===== src/rtl/dmem_arb_pkg.sv =====
// Shared constants and helpers for the data-memory arbiter.
package dmem_arb_pkg;

    // Requester identities: the CPU data port and the DMA/debug loader port.
    typedef enum logic {
        REQ_CPU = 1'b0,
        REQ_DMA = 1'b1
    } req_id_e;

    localparam int DEF_MEM_DEPTH = 1024;
    localparam int BURST_W       = 4;

    // The requester that is not 'id'.
    function automatic req_id_e other_req(input req_id_e id);
        return (id == REQ_CPU) ? REQ_DMA : REQ_CPU;
    endfunction

    // Burst counter increment that sticks at the configured ceiling.
    function automatic logic [BURST_W-1:0] sat_inc(input logic [BURST_W-1:0] cnt,
                                                   input logic [BURST_W-1:0] max_val);
        return (cnt >= max_val) ? max_val : cnt + 1'b1;
    endfunction

endpackage


===== src/rtl/rr_lock_arb2.sv =====
// Two-way round-robin selector with optional lock held for a bounded burst.
module rr_lock_arb2
    import dmem_arb_pkg::*;
#(
    parameter int MAX_BURST = 4
) (
    input  logic       clk,
    input  logic       rst,
    input  logic [1:0] req,
    input  logic [1:0] lock,
    output logic [1:0] gnt,
    output logic       sel,
    output logic       gnt_any
);

    localparam logic [BURST_W-1:0] MAX_CNT = BURST_W'(MAX_BURST);

    req_id_e            last_q, last_d;
    logic               owner_valid_q, owner_valid_d;
    logic [BURST_W-1:0] burst_cnt_q, burst_cnt_d;
    req_id_e            sel_id;

    // Pick the winner this cycle; an idle cycle reports requester 0 so the memory port shows its values.
    always_comb begin
        sel_id  = REQ_CPU;
        gnt_any = 1'b0;
        if (!rst) begin
            unique case (req)
                2'b01: sel_id = REQ_CPU;
                2'b10: sel_id = REQ_DMA;
                2'b11: begin
                    if (owner_valid_q && (burst_cnt_q < MAX_CNT)) begin
                        sel_id = last_q;
                    end else begin
                        sel_id = other_req(last_q);
                    end
                end
                default: sel_id = REQ_CPU;
            endcase
            gnt_any = |req;
        end
        sel = sel_id;
        gnt = gnt_any ? ((sel_id == REQ_DMA) ? 2'b10 : 2'b01) : 2'b00;
    end

    // Next-state for the rotation pointer, lock ownership and burst length.
    always_comb begin
        last_d        = last_q;
        owner_valid_d = 1'b0;
        burst_cnt_d   = '0;
        if (gnt_any) begin
            last_d = sel_id;
            if (lock[sel_id]) begin
                owner_valid_d = 1'b1;
                if (owner_valid_q && (sel_id == last_q)) begin
                    burst_cnt_d = sat_inc(burst_cnt_q, MAX_CNT);
                end else begin
                    burst_cnt_d = BURST_W'(1);
                end
            end
        end
    end

    // Arbiter state registers; reset leaves the DMA as last so the CPU wins the first contest.
    always_ff @(posedge clk or posedge rst) begin
        if (rst) begin
            last_q        <= REQ_DMA;
            owner_valid_q <= 1'b0;
            burst_cnt_q   <= '0;
        end else begin
            last_q        <= last_d;
            owner_valid_q <= owner_valid_d;
            burst_cnt_q   <= burst_cnt_d;
        end
    end

endmodule


===== src/rtl/dmem_arbiter.sv =====
// Shares the single-port DataMemory between the CPU and DMA ports with registered responses.
module dmem_arbiter
    import dmem_arb_pkg::*;
#(
    parameter int ADDR_W    = 32,
    parameter int DATA_W    = 32,
    parameter int MEM_DEPTH = DEF_MEM_DEPTH,
    parameter int MAX_BURST = 4
) (
    input  logic              clk,
    input  logic              rst,
    input  logic [1:0]        req,
    input  logic [1:0]        we,
    input  logic [1:0]        lock,
    input  logic [ADDR_W-1:0] addr0,
    input  logic [ADDR_W-1:0] addr1,
    input  logic [DATA_W-1:0] wdata0,
    input  logic [DATA_W-1:0] wdata1,
    output logic [1:0]        gnt,
    output logic [1:0]        rvalid,
    output logic [DATA_W-1:0] rdata0,
    output logic [DATA_W-1:0] rdata1,
    output logic [1:0]        err,
    output logic [ADDR_W-1:0] mem_addr,
    output logic              mem_wen,
    output logic [DATA_W-1:0] mem_wdata,
    input  logic [DATA_W-1:0] mem_rdata
);

    logic              sel;
    logic              gnt_any;
    logic              sel_we;
    logic              in_range;
    logic [DATA_W-1:0] resp_data;

    logic [1:0]        rvalid_q, rvalid_d;
    logic [1:0]        err_q, err_d;
    logic [DATA_W-1:0] rdata0_q, rdata0_d;
    logic [DATA_W-1:0] rdata1_q, rdata1_d;

    rr_lock_arb2 #(
        .MAX_BURST(MAX_BURST)
    ) u_arb (
        .clk    (clk),
        .rst    (rst),
        .req    (req),
        .lock   (lock),
        .gnt    (gnt),
        .sel    (sel),
        .gnt_any(gnt_any)
    );

    // Steer the winner onto the memory port; out-of-range writes are suppressed here.
    always_comb begin
        mem_addr  = (sel == REQ_DMA) ? addr1 : addr0;
        mem_wdata = (sel == REQ_DMA) ? wdata1 : wdata0;
        sel_we    = we[sel];
        in_range  = {1'b0, mem_addr} < (ADDR_W + 1)'(MEM_DEPTH);
        mem_wen   = gnt_any & sel_we & in_range;
        resp_data = (!sel_we && in_range) ? mem_rdata : '0;
    end

    // Build the response for the granted port; the other port keeps its last data and error.
    always_comb begin
        rvalid_d = gnt;
        err_d    = err_q;
        rdata0_d = rdata0_q;
        rdata1_d = rdata1_q;
        if (gnt[0]) begin
            err_d[0] = ~in_range;
            rdata0_d = resp_data;
        end
        if (gnt[1]) begin
            err_d[1] = ~in_range;
            rdata1_d = resp_data;
        end
    end

    // Response registers, cleared on reset so a pending response is dropped.
    always_ff @(posedge clk or posedge rst) begin
        if (rst) begin
            rvalid_q <= '0;
            err_q    <= '0;
            rdata0_q <= '0;
            rdata1_q <= '0;
        end else begin
            rvalid_q <= rvalid_d;
            err_q    <= err_d;
            rdata0_q <= rdata0_d;
            rdata1_q <= rdata1_d;
        end
    end

    assign rvalid = rvalid_q;
    assign err    = err_q;
    assign rdata0 = rdata0_q;
    assign rdata1 = rdata1_q;

endmodule


===== config.mk =====
export PLATFORM = sky130hd
export DESIGN_NAME = dmem_arbiter
export DESIGN_NICKNAME = d
export VERILOG_FILES = /design/src/rtl/dmem_arb_pkg.sv /design/src/rtl/rr_lock_arb2.sv /design/src/rtl/dmem_arbiter.sv
export SDC_FILE = /design/constraint.sdc
export NUM_CORES = 1
export LEC_CHECK = 0
export ABC_AREA = 1
export BUFFER_PORTS_ARGS = -buffer_cell sky130_fd_sc_hd__buf_2
export CAP_MARGIN = 25
export CORE_ASPECT_RATIO = 0.75
export CORE_MARGIN = 3
export CORE_UTILIZATION = 35
export CTS_CLUSTER_DIAMETER = 40
export DETAILED_ROUTE_END_ITERATION = 16
export GPL_TIMING_DRIVEN = 0
export PLACE_DENSITY = 0.82
export SLEW_MARGIN = 5
export SYNTH_ARGS = -nofsm -noshare
export SYNTH_HDL_FRONTEND = slang
export SYNTH_SLANG_ARGS = --single-unit

===== constraint.sdc =====
create_clock -name clk -period 8.3 [get_ports clk]
set_input_delay 0.83 -clock clk [delete_from_list [all_inputs] [get_ports clk]]
set_output_delay 0.83 -clock clk [all_outputs]
set_load 0.02 [all_outputs]

# Word-level counts from Yosys, hierarchy flattened
# Index checks and enable logic that the tools add are counted.
[op_classes]
n_addsub = 1
muxes = 20
n_eq_ne = 3
magnitude_cmp = 4
n_reduce_logical = 5
bitwise = 3
[op_table]
columns = ["operator", "count"]
rows = [
  ["$mux 32", 3],
  ["$lt 32x11->1 const B", 1],
  ["$mux 4", 4],
  ["$mux 1", 10],
  ["$add 4x1->4 const B", 1],
  ["$eq 2x2->1 const B", 2],
  ["$ge 4x3->1 const B", 1],
  ["$lt 4x3->1 const B", 1],
  ["$mux 2", 2],
  ["$logic_and 1x1->1", 3],
  ["$and 1x1->1", 2],
  ["$lt 1x2->1 const B", 1],
  ["$pmux 1 s2", 1],
  ["$reduce_or 2->1", 1],
  ["$eq 1x1->1", 1],
  ["$logic_not 1->1", 1],
  ["$not 1->1", 1],
]
[totals]
elab_cells = 44
regBits = 74
out_inout_bits = 135

# Longest topological paths before layout
# Gate-level depths: netlist (run 1).
[logic_depth]
ltp_word = 10
depth_mapped = 17
mapped_depth_nobuf = 14

# Cells and area by module
# A second synthesis (run 1) with hierarchy kept.
[hier_totals]
cells_unflattened = 577
hier_area_um2 = 4036.4
[by_module_without_submodules]
columns = ["mod", "area_each_um2", "cells_per_inst", "instances"]
rows = [
  ["dmem_arbiter", 3684.8, 533, 1],
  ["rr_lock_arb2", 351.6, 44, 1],
]

# Worst setup path before layout (run 1)
# No wires, ideal clock.
[synth_path]
kind = "input to output"
from = "in rst"
to = "out gnt[0]"
path_stages = 4
slack_ns = 3.803
required_time_ns = 7.470
arrival_ns = 3.667
cell_sequence = "inv_1 o21ai_0 nor2_2 clkbuf_1"
[synth_between]
elab_chain_cells = 3
[synth_lines]
columns = ["item", "line_no", "rtl"]
rows = [
  ["from (decl)", "dmem_arbiter.sv:11", "input logic rst,"],
  ["$mux 1", "rr_lock_arb2.sv:27", "if (!rst) begin"],
  ["$mux 2", "rr_lock_arb2.sv:43", "gnt = gnt_any ? ((sel_id == REQ_DMA) ? 2'b10 : 2'b01) : 2'b00;"],
  ["$mux 2 *", "rr_lock_arb2.sv:43", ""],
  ["to (decl)", "dmem_arbiter.sv:19", "output logic [1:0] gnt,"],
]
# Mark *: on every way between the ends. The rest lies on a longest branch, timed or not.

# Worst setup path after layout (run 1)
[layout_path]
from = "in rst"
to = "out mem_wdata[31]"
[layout_between]
elab_chain_cells = 2
[layout_lines]
columns = ["item", "line_no", "rtl"]
rows = [
  ["$mux 1", "rr_lock_arb2.sv:27", ""],
  ["$mux 32", "dmem_arbiter.sv:56", "mem_wdata = (sel == REQ_DMA) ? wdata1 : wdata0;"],
  ["to (decl)", "dmem_arbiter.sv:26", "output logic [DATA_W-1:0] mem_wdata,"],
]
# Every way passes these cells.

==> results of run 1 <==
## logic make-up after synthesis
group | Yosys count | share of synthesized area, %
compound gates | 13 | 1.63
fa+ha+maj | 1 | 0.313
buf+inv | 60 | 6.96
flops | 74 | 46.4
mux | 1 | 0.251
other cells | 1 | 0.0939
simple gates | 412 | 44.3
## stage by stage
step                area [um^2]  power, mW  hold WS [ns]  utilization [%]  setup WS [ns]
floorplan                  3990      0.493         0.523                -           3.80
global placement           5680      0.594         0.459             51.5           2.39
detailed placement         5700      0.596         0.461             51.7           4.51
CTS                        6010       1.01         0.478             54.6           4.51
global route               6010       1.04         0.495             54.6           4.35
finish                     6010      0.997         0.473             54.6           4.55
## per-layer routing
metal	part of all wire, %	up-vias
li1	-	2441
met1	42	2319
met2	48	240
met3	8.8	22
met4	1.6	0
met5	0	-
## power groups by stage
stage,registers (mW),clock network (mW),logic [mW]
2_1_floorplan,0.377,0,0.117
3_3_place_gp,0.374,0,0.220
3_5_place_dp,0.374,0,0.221
4_1_cts,0.367,0.417,0.222
5_1_grt,0.368,0.429,0.243
6_report,0.367,0.409,0.221
## layout make-up
class / instances / area (um^2) / share of cell area, %
Clock buffer: 10 / 239 / 3.97
Multi-Input combinational cell: 428 / 1860 / 31.0
Tap cell: 140 / 175 / 2.91
Timing Repair Buffer: 303 / 1530 / 25.5
Inverter: 19 / 73.8 / 1.23
Sequential cell: 74 / 1850 / 30.8
Clock inverter: 6 / 73.8 / 1.23
Buffer: 41 / 206 / 3.43
## layout by cell type (no fill, tap or decap), types with 2 or more instances in the layout
master and count:
buf_1 8, buf_2 308, buf_6 6, clkbuf_1 21
clkbuf_16 9, clkinvlp_4 2, dfrtp_1 73, inv_1 16
nand2_1 308, nand3_1 14, nand4_1 64, nor2_1 18
nor2_2 2, o21ai_0 6, o21ai_1 6
## registers in the layout (all words and copies together) (netlist names)
signal               flops
rvalid                   2
rdata1                  32
u_arb.owner_valid_q      1
u_arb.last_q             1
err                      2
u_arb.burst_cnt_q        4
rdata0                  32
## worst register-to-register path: stages (launching register included)
cell and delay (ns):
dfrtp_1 0.39, nor2_4 0.15, nand2_1 0.08, nand2_2 0.08, nand3_4 0.09, nand2_4 0.13, buf_2 0.29, mux2i_1 0.31
buf_2 0.28, clkbuf_1 0.44, nand4_1 0.22, nand2_1 0.10
## worst max-delay path by stage
stage	start	end	cells after the start
2_1_floorplan	rst	gnt[0]	4
3_3_place_gp	rst	gnt[0]	6
3_5_place_dp	rst	mem_wdata[2]	9
4_1_cts	rst	mem_wdata[2]	9
5_1_grt	rst	mem_wdata[2]	9
6_report	rst	mem_wdata[31]	9
==> flow_summary.toml, run 1 <==
[power_and_ir_drop]
switchingPower_mw = 0.312
p_int_mw = 0.685
clock_power_share_pct = 41.0
ir_drop_mv = 0.0822
pwr-share-seq_pct = 36.8
p_comb_share_pct = 22.2
p_per_area_nw_per_um2 = 166
switching_share_pct = 31.3
p_leak_nw = 3.83

[die]
die_x_um = 129
core_um2 = 11000
ios = 303
initial_core_util_pct = 36.2
rows = 33
dieArea_um2 = 12700
die_height_um = 98.5

[global_route]
grt_pass1_vias = 4659
met3_usage_pct = 6.18
antenna_found_initial = 0
grt_max_degree = 40
grt_usage_pct = 23.7
grt_pass1_wl_um = 23900
met1_usage_pct = 31.8
busiest_layer = "met2"
overflow = 0
grt_util_met2_pct = 38.5

[detailed_routing]
vias = 5022
via_per_inst = 4.92
drtPass1Iterations = 5
ant_nets = 0
routed_wl_um = 15900
drc = 0
drt_iter0_drc = 299
post_drt_wl_per_cell_um = 15.5

[critical_path]
timing.rr.end = "rdata1[7]"
reg2reg_slack_ns = 5.68
cpPeakStageDelay_ns = 0.48
cp_num_buf_inv = 5
critPathKind = "in2out"
slowest_stage = "clkbuf_1"
rr_worst_depth = 11
worstPathCellList = "buf_2 -> nor2_1 -> nand2_4 -> inv_2 -> clkbuf_1 -> clkbuf_1 -> nand2_1 -> nand2_1 -> buf_2"
crit_family = "buffers and inverters"
start_kind = "input pin"
crit_path_end_kind = "primary output"
crit_fanout = 10
arrival_ns = 2.92
cp.required_ns = 7.47
reg2reg_from = "u_arb.burst_cnt_q[2]"

[finish]
diodes = 0
area_growth_pct = 50.6
drive_above_1_share_pct = 38.7
layoutNonFillerInstCount = 1021
final_nets = 1045
fillers = 1057

[timing]
fin_crit_sh_pct = 45.2
finalClockSkew_ns = 0.00620
rsz0062_at_grt = "false"
finalHoldViolations = 0
fmax_mhz = 266
relSlewSlack_pct = 64.4
slew_violations = 0
setup_tns_ns = 0
layout_min_cycle_time_ns = 3.75
worst_pin_slew_ns = 0.534
final-setup-viol-count = 0

[logic_synthesis]
synth_ff_type = "dfrtp_1"
yosysSeqAreaShare_pct = 46.4
synth_edf_count = 0
synth_commonest_cells = "nand2_1 (308), dfrtp_1 (73), nand4_1 (64)"
avgSynthCellArea_um2 = 7.10
yosysMostFrequentCell = "nand2_1"
netlist_area_um2 = 3990
synth_top_area_share_pct = 45.8
syn-num-nets = 731
synth_cell_type_count = 26
ys_warn_count = 0
synth-seq-cells = 74
syn_inst = 562
synthArstFlopShare_pct = 100
synth.area.top_cells = "dfrtp_1 (46%), nand2_1 (29%), nand4_1 (10%), clkbuf_1 (2.0%), nand3_1 (1.8%)"
yosys.area.top_type = "dfrtp_1"

[clocking]
clockRootBuffer = "clkbuf_16"
cts_tree = "yes"
cts_max_path_buffers = 2
postCtsSetupBuffers = 0
numCtsBuffers = 9
cts.sinks = 74
insertion_delay_ns = 0.33
clkTransAtPathRegs_ns = 0.06
ctsHtreeMaxLevel = 3
ctsResizeCount = 0
ctsHoldBuffers = 0

[min_path]
hold_depth = 2
hold_path_end = "rdata1[6]"
min_from = "rdata1[6]"
hp-class = "reg2reg"

[run]
cap_violations = 0

[placed_design]
dp.cells = 1005
port_buffers = 302
dp_hpwl_um = 12500
gp_congestion = 0.932

[outcome]
run_status = "complete, no violations"
Note: power is estimated with default switching activity, not from simulation.
==> run 2, diff against run 1 <==
ABC_AREA = 0   (was 1)
PLACE_DENSITY = 0.84   (was 0.82)
clock period = 3 ns   (was 8.3 ns; I/O delays follow)
==> run 2 against run 1 <==
Synthesized area rose by 0.97%. Synthesized cell count fell by 1.6%. Flip-flop and latch count unchanged.
==> flow_summary.toml, run 2 <==
[logic_synthesis]
ys_warn_count = 0
yosysSeqAreaShare_pct = 46.0
muxShareOfSynthArea_pct = 1.09
synth_commonest_cells = "nand2_1 (293), dfrtp_1 (73), o21ai_1 (36)"
synth_ff_type = "dfrtp_1"
synth_edf_count = 0
synth_top_family_by_area = "simple AND/OR/NAND/NOR gates"
synthSimpleGateAreaFrac_pct = 37.4
synthAdderAreaFrac_pct = 0.310
synth.area.top_cells = "dfrtp_1 (45%), nand2_1 (27%), nand3b_1 (6.0%), o21ai_1 (4.5%), o21ai_0 (3.6%)"
netlist_area_um2 = 4030
syn_inst = 553
yosys.area.top_type = "dfrtp_1"
synth_cell_type_count = 36
synthArstFlopShare_pct = 100
synth_top_area_share_pct = 45.3
synth_xor_area_share_pct = 0.435
synth-seq-cells = 74
avgSynthCellArea_um2 = 7.29
yosysMostFrequentCell = "nand2_1"
syn-num-nets = 722
synth_compound_area_share_pct = 9.68

[detailed_routing]
routed_wl_um = 16100
post_drt_wl_per_cell_um = 15.9
vias = 4938
drt_iter0_drc = 231
via_per_inst = 4.87
ant_nets = 0
drc = 0
drtPass1Iterations = 5

[timing]
relSlewSlack_pct = 56.7
finalHoldViolations = 0
worst_hold_slack_ns = 0.203
slew_violations = 0
finalClockSkew_ns = 0.00842
worst_pin_slew_ns = 0.644
fin_crit_sh_pct = 94.5
layout_min_cycle_time_ns = 2.84
final-setup-viol-count = 0
fmax_mhz = 353

[global_route]
grt_util_met2_pct = 37.9
met3_usage_pct = 5.90
met1_usage_pct = 32.3
grt_max_degree = 39
overflow = 0
busiest_layer = "met2"
antenna_found_initial = 1
grt_usage_pct = 23.6
grt_pass1_vias = 4562
grt_pass1_wl_um = 23600

[placed_design]
gp_congestion = 0.919
port_buffers = 302
dp_hpwl_um = 12900

[die]
die_x_um = 130
die_height_um = 98.9
core_um2 = 11100
rows = 33
dieArea_um2 = 12900
initial_core_util_pct = 36.4
ios = 303

[critical_path]
timing.rr.end = "rdata0[31]"
slowest_stage = "clkbuf_1"
crit_top_cell = "nand2_1"
rr_worst_depth = 7
critPathKind = "reg2out"
reg2reg_from = "u_arb.burst_cnt_q[2]"
reg2reg_slack_ns = 0.77
cp.required_ns = 2.70
start_kind = "flip-flop"
crit_path_end_kind = "primary output"
worstPathCellList = "nor3b_2 -> mux2i_1 -> or3_1 -> clkbuf_4 -> clkbuf_1 -> nand2_1 -> nand2_1 -> buf_2"
cpPeakStageDelay_ns = 0.45
arrival_ns = 2.54
crit_fanout = 10

[min_path]
hold_depth = 3
min_from = "mem_rdata[26]"
hp-class = "in2reg"
hold_path_end = "rdata1[26]"

[finish]
fillers = 1046
final_nets = 1037
area_growth_pct = 51.6
layout_commonest_cell = "buf_2"
final_cell_mix = "buf_2 (312), nand2_1 (293), dfrtp_1 (73)"
drive_above_1_share_pct = 39.7
diodes = 0

[clocking]
insertion_delay_ns = 0.34
clockRootBuffer = "clkbuf_16"
cts_max_path_buffers = 2
ctsHtreeMaxLevel = 3
cts_tree = "yes"
cts.sinks = 74
numCtsBuffers = 9
postCtsSetupBuffers = 0
clkTransAtPathRegs_ns = 0.06

[run]
cap_violations = 0

[power_and_ir_drop]
ir_drop_mv = 0.245
p_per_area_nw_per_um2 = 457
p_leak_nw = 3.44
power_mw = 2.79

[outcome]
run_status = "complete, no violations"
==> run 2: logic make-up after synthesis <==
family / count (synthesis)
other: 1
xor gates and xnor gates: 2
muxes: 3
and+or+nand+nor: 353
AOI/OAI and AO/OA: 74
DFF: 74
buffers and inverters: 45
adders and majority gates: 1
==> run 2: cell type report <==
class                      instances  area (um^2)  area share (%)
tap                              140          175            2.87
clock inverter                     7          100            1.64
inverter                           7         30.0           0.491
buffer                            37          188            3.07
clock buffer                       9          225            3.69
timing repair buffer             305         1560            25.6
multi-input combinational        434         1980            32.4
sequential                        74         1850            30.3
==> run 2: metal layers <==
metal,vias to the layer above,part of all wire (%),wire length (um)
li1,2415,-,-
met1,2271,43,6940
met2,232,47,7620
met3,18,8.6,1390
met4,2,0.92,148
met5,-,0.056,9
==> run 2: through the flow <==
| stage | TNS, ns | cell area, um^2 | worst slack, ns | std cells | util, % |
|---|---|---|---|---|---|
| 2_1_floorplan | 0 | 4040 | 0.607 | 553 | - |
| 3_3_place_gp | -0.0980 | 5720 | -0.0980 | 995 | 51.7 |
| 3_5_place_dp | 0 | 5760 | 0.144 | 997 | 52.1 |
| 4_1_cts | 0 | 6100 | 0.0499 | 1013 | 55.1 |
| 5_1_grt | -0.00168 | 6110 | -0.00168 | 1013 | 55.2 |
| 6_report | 0 | 6110 | 0.164 | 1013 | 55.2 |
==> run 2: timing repair <==
action / 4_1_cts / 5_1_grt
setup endpoints to repair: 40 / 28
hold buffers: 1 / 0
endpoints found under the hold margin: 2 / 0
gates resized for setup: 4 / 4
==> run 2: worst max-delay path by stage <==
stage / cells after the start / startpoint / end / slack [ns]
after floorplan: 9 / u_arb.last_q / mem_wen / 0.61
after global placement: 5 / rst / mem_wen / -0.1
after detailed placement: 10 / u_arb.last_q / mem_addr[27] / 0.14
after CTS: 9 / u_arb.burst_cnt_q[2] / mem_wen / 0.05
after global routing: 9 / u_arb.burst_cnt_q[2] / mem_addr[22] / -0.002
final: 8 / u_arb.burst_cnt_q[2] / mem_addr[7] / 0.16
==> run 2: where the power goes <==
part	switching [mW]	total, mW	internal (mW)
sequential	0.00685	1.01	1.01
combinational	0.376	0.599	0.223
clock	0.444	1.18	0.735
==> run 2: critical path, delay by kind of cell, from the launching register on <==
family | cells | cell delay [ns]
buffers and inverters | 3 | 0.85
and+or+nand+nor | 4 | 0.63
DFF | 1 | 0.41
muxes | 1 | 0.31
==> run 3, diff against run 2 <==
CORE_MARGIN = 4   (was 3)
MAX_ROUTING_LAYER = met4   (was unset)
==> run 3 against run 2 <==
Worst hold slack better by 0.010 ns. Clock skew about the same. Global-route usage hardly changed. Register-to-register slack worse by 0.05 ns. Highest routed layer is now met4.
==> flow_summary.toml, run 3 (synthesis gave the netlist of run 2 again) <==
[timing]
finalClockSkew_ns = 0.00825
relSlewSlack_pct = 55.5
slew_violations = 0
layout_min_cycle_time_ns = 2.85
final-setup-viol-count = 0
finalHoldViolations = 0
worst_hold_slack_ns = 0.213
fin_crit_sh_pct = 95.2
worst_pin_slew_ns = 0.661
fmax_mhz = 350
fin_ws_ns = 0.145

[power_and_ir_drop]
ir_drop_mv = 0.253
p_leak_nw = 3.43
power_mw = 2.73
p_per_area_nw_per_um2 = 448

[placed_design]
port_buffers = 302
dp_hpwl_um = 12900
pre_cts_ws_ns = 0.166
dp.cells = 997
gp_congestion = 0.939

[critical_path]
crit_path_end_kind = "primary output"
crit_family = "buffers and inverters"
start_kind = "flip-flop"
arrival_ns = 2.55
cpPeakStageDelay_ns = 0.42
slowest_stage = "dfrtp_1"
cp.required_ns = 2.70
reg2reg_slack_ns = 0.72
crit_fanout = 10
cp_num_buf_inv = 5
critPathKind = "reg2out"
worstPathCellList = "nor3b_4 -> mux2i_2 -> or3_1 -> clkbuf_4 -> inv_2 -> buf_6 -> buf_2 -> nand2_1 -> nand2_1 -> buf_2"

[detailed_routing]
drc = 0
vias = 5007
drt-met1-wl_um = 7060
drtPass1Iterations = 5
drt_iter0_drc = 260
ant_nets = 0
wl_met3_um = 1180
via_per_inst = 4.95
routed_wl_um = 16100
wl_met2_um = 7380
top_layer_used = "met4"
post_drt_wl_per_cell_um = 15.9

[clocking]
postCtsSetupBuffers = 0
cts_tree = "yes"
ctsHtreeMaxLevel = 3
clockRootBuffer = "clkbuf_16"
cts_max_path_buffers = 2
cts.sinks = 74
clkTransAtPathRegs_ns = 0.06
numCtsBuffers = 9
insertion_delay_ns = 0.33

[finish]
drive_above_1_share_pct = 39.7
layoutNonFillerInstCount = 1012
diodes = 0
postLayoutCoreUtil_pct = 54.9
layout_commonest_cell = "buf_2"
final_nets = 1037
final_cell_mix = "buf_2 (315), nand2_1 (293), dfrtp_1 (73)"
area_growth_pct = 51.3

[global_route]
grt_usage_pct = 23.6
grt_pass1_wl_um = 24300
antenna_found_initial = 0
grt_max_degree = 37
grt_pass1_vias = 4725
overflow = 0

[die]
die_x_um = 132
core_um2 = 11100
rows = 33
die_height_um = 101
initial_core_util_pct = 36.3
dieArea_um2 = 13300
ios = 303

[outcome]
run_status = "complete, no violations"

[run]
cap_violations = 0

[min_path]
hp-class = "in2reg"
-- run 3: layout make-up --
class	instances	area, um^2
fillers	1069	5010
multi-input cells	434	1980
flip-flops and latches	74	1850
repair buffers	305	1560
clock buffers	11	233
plain buffers	37	185
well taps	140	175
clock inverters	4	76.3
inverters	7	30.0
-- run 3: per-layer routing --
metal / up-vias / global-route usage [%]
met1: 2310 / 31.2
met4: 0 / 8.07
met2: 242 / 35.9
met5: - / -
li1: 2418 / -
met3: 37 / 5.34
-- run 3: power breakdown --
| part | internal [mW] | leakage (nW) | switching (mW) | total [mW] |
|---|---|---|---|---|
| registers | 1.01 | 1.02 | 0.00734 | 1.01 |
| logic | 0.224 | 2.27 | 0.374 | 0.599 |
| clock network | 0.727 | 0.146 | 0.393 | 1.12 |
| total | 1.96 | 3.43 | 0.775 | 2.73 |
-- run 3: through the flow --
step / area (um^2) / TNS (ns)
after floorplan: 4040 / 0
after global placement: 5720 / -0.0414
after detailed placement: 5760 / 0
after CTS: 6080 / 0
after global routing: 6100 / -0.00268
final: 6100 / 0
-- run 3: worst paths after layout --
| path | startpoint | endpoint | cells after the start |
|---|---|---|---|
| setup / recovery | u_arb.burst_cnt_q[2] | mem_wdata[15] | 10 |
| hold / removal | mem_rdata[26] | rdata1[26] | 3 |
| setup reg to reg | u_arb.burst_cnt_q[2] | rdata0[20] | 7 |
| hold reg to reg | rdata1[15] | rdata1[15] | 2 |
| max in group asynchronous | rst | rdata0[11] | 5 |
| min in group asynchronous | rst | err[1] | 3 |
-- run 3: worst reg2reg max path, delay by kind of cell, from the launching register on --
kind / cells / cell delay [ns]
flops: 1 / 0.42
mux: 2 / 0.68
buf+inv: 2 / 0.52
simple gates: 2 / 0.43
compound gates: 1 / 0.11
-- run 3: repair_timing --
action	in CTS	in global routing
endpoints found under the hold margin	2	0
pin swaps	0	0
hold buffers	1	0
resized for setup	2	11
endpoints found under the setup margin	35	65
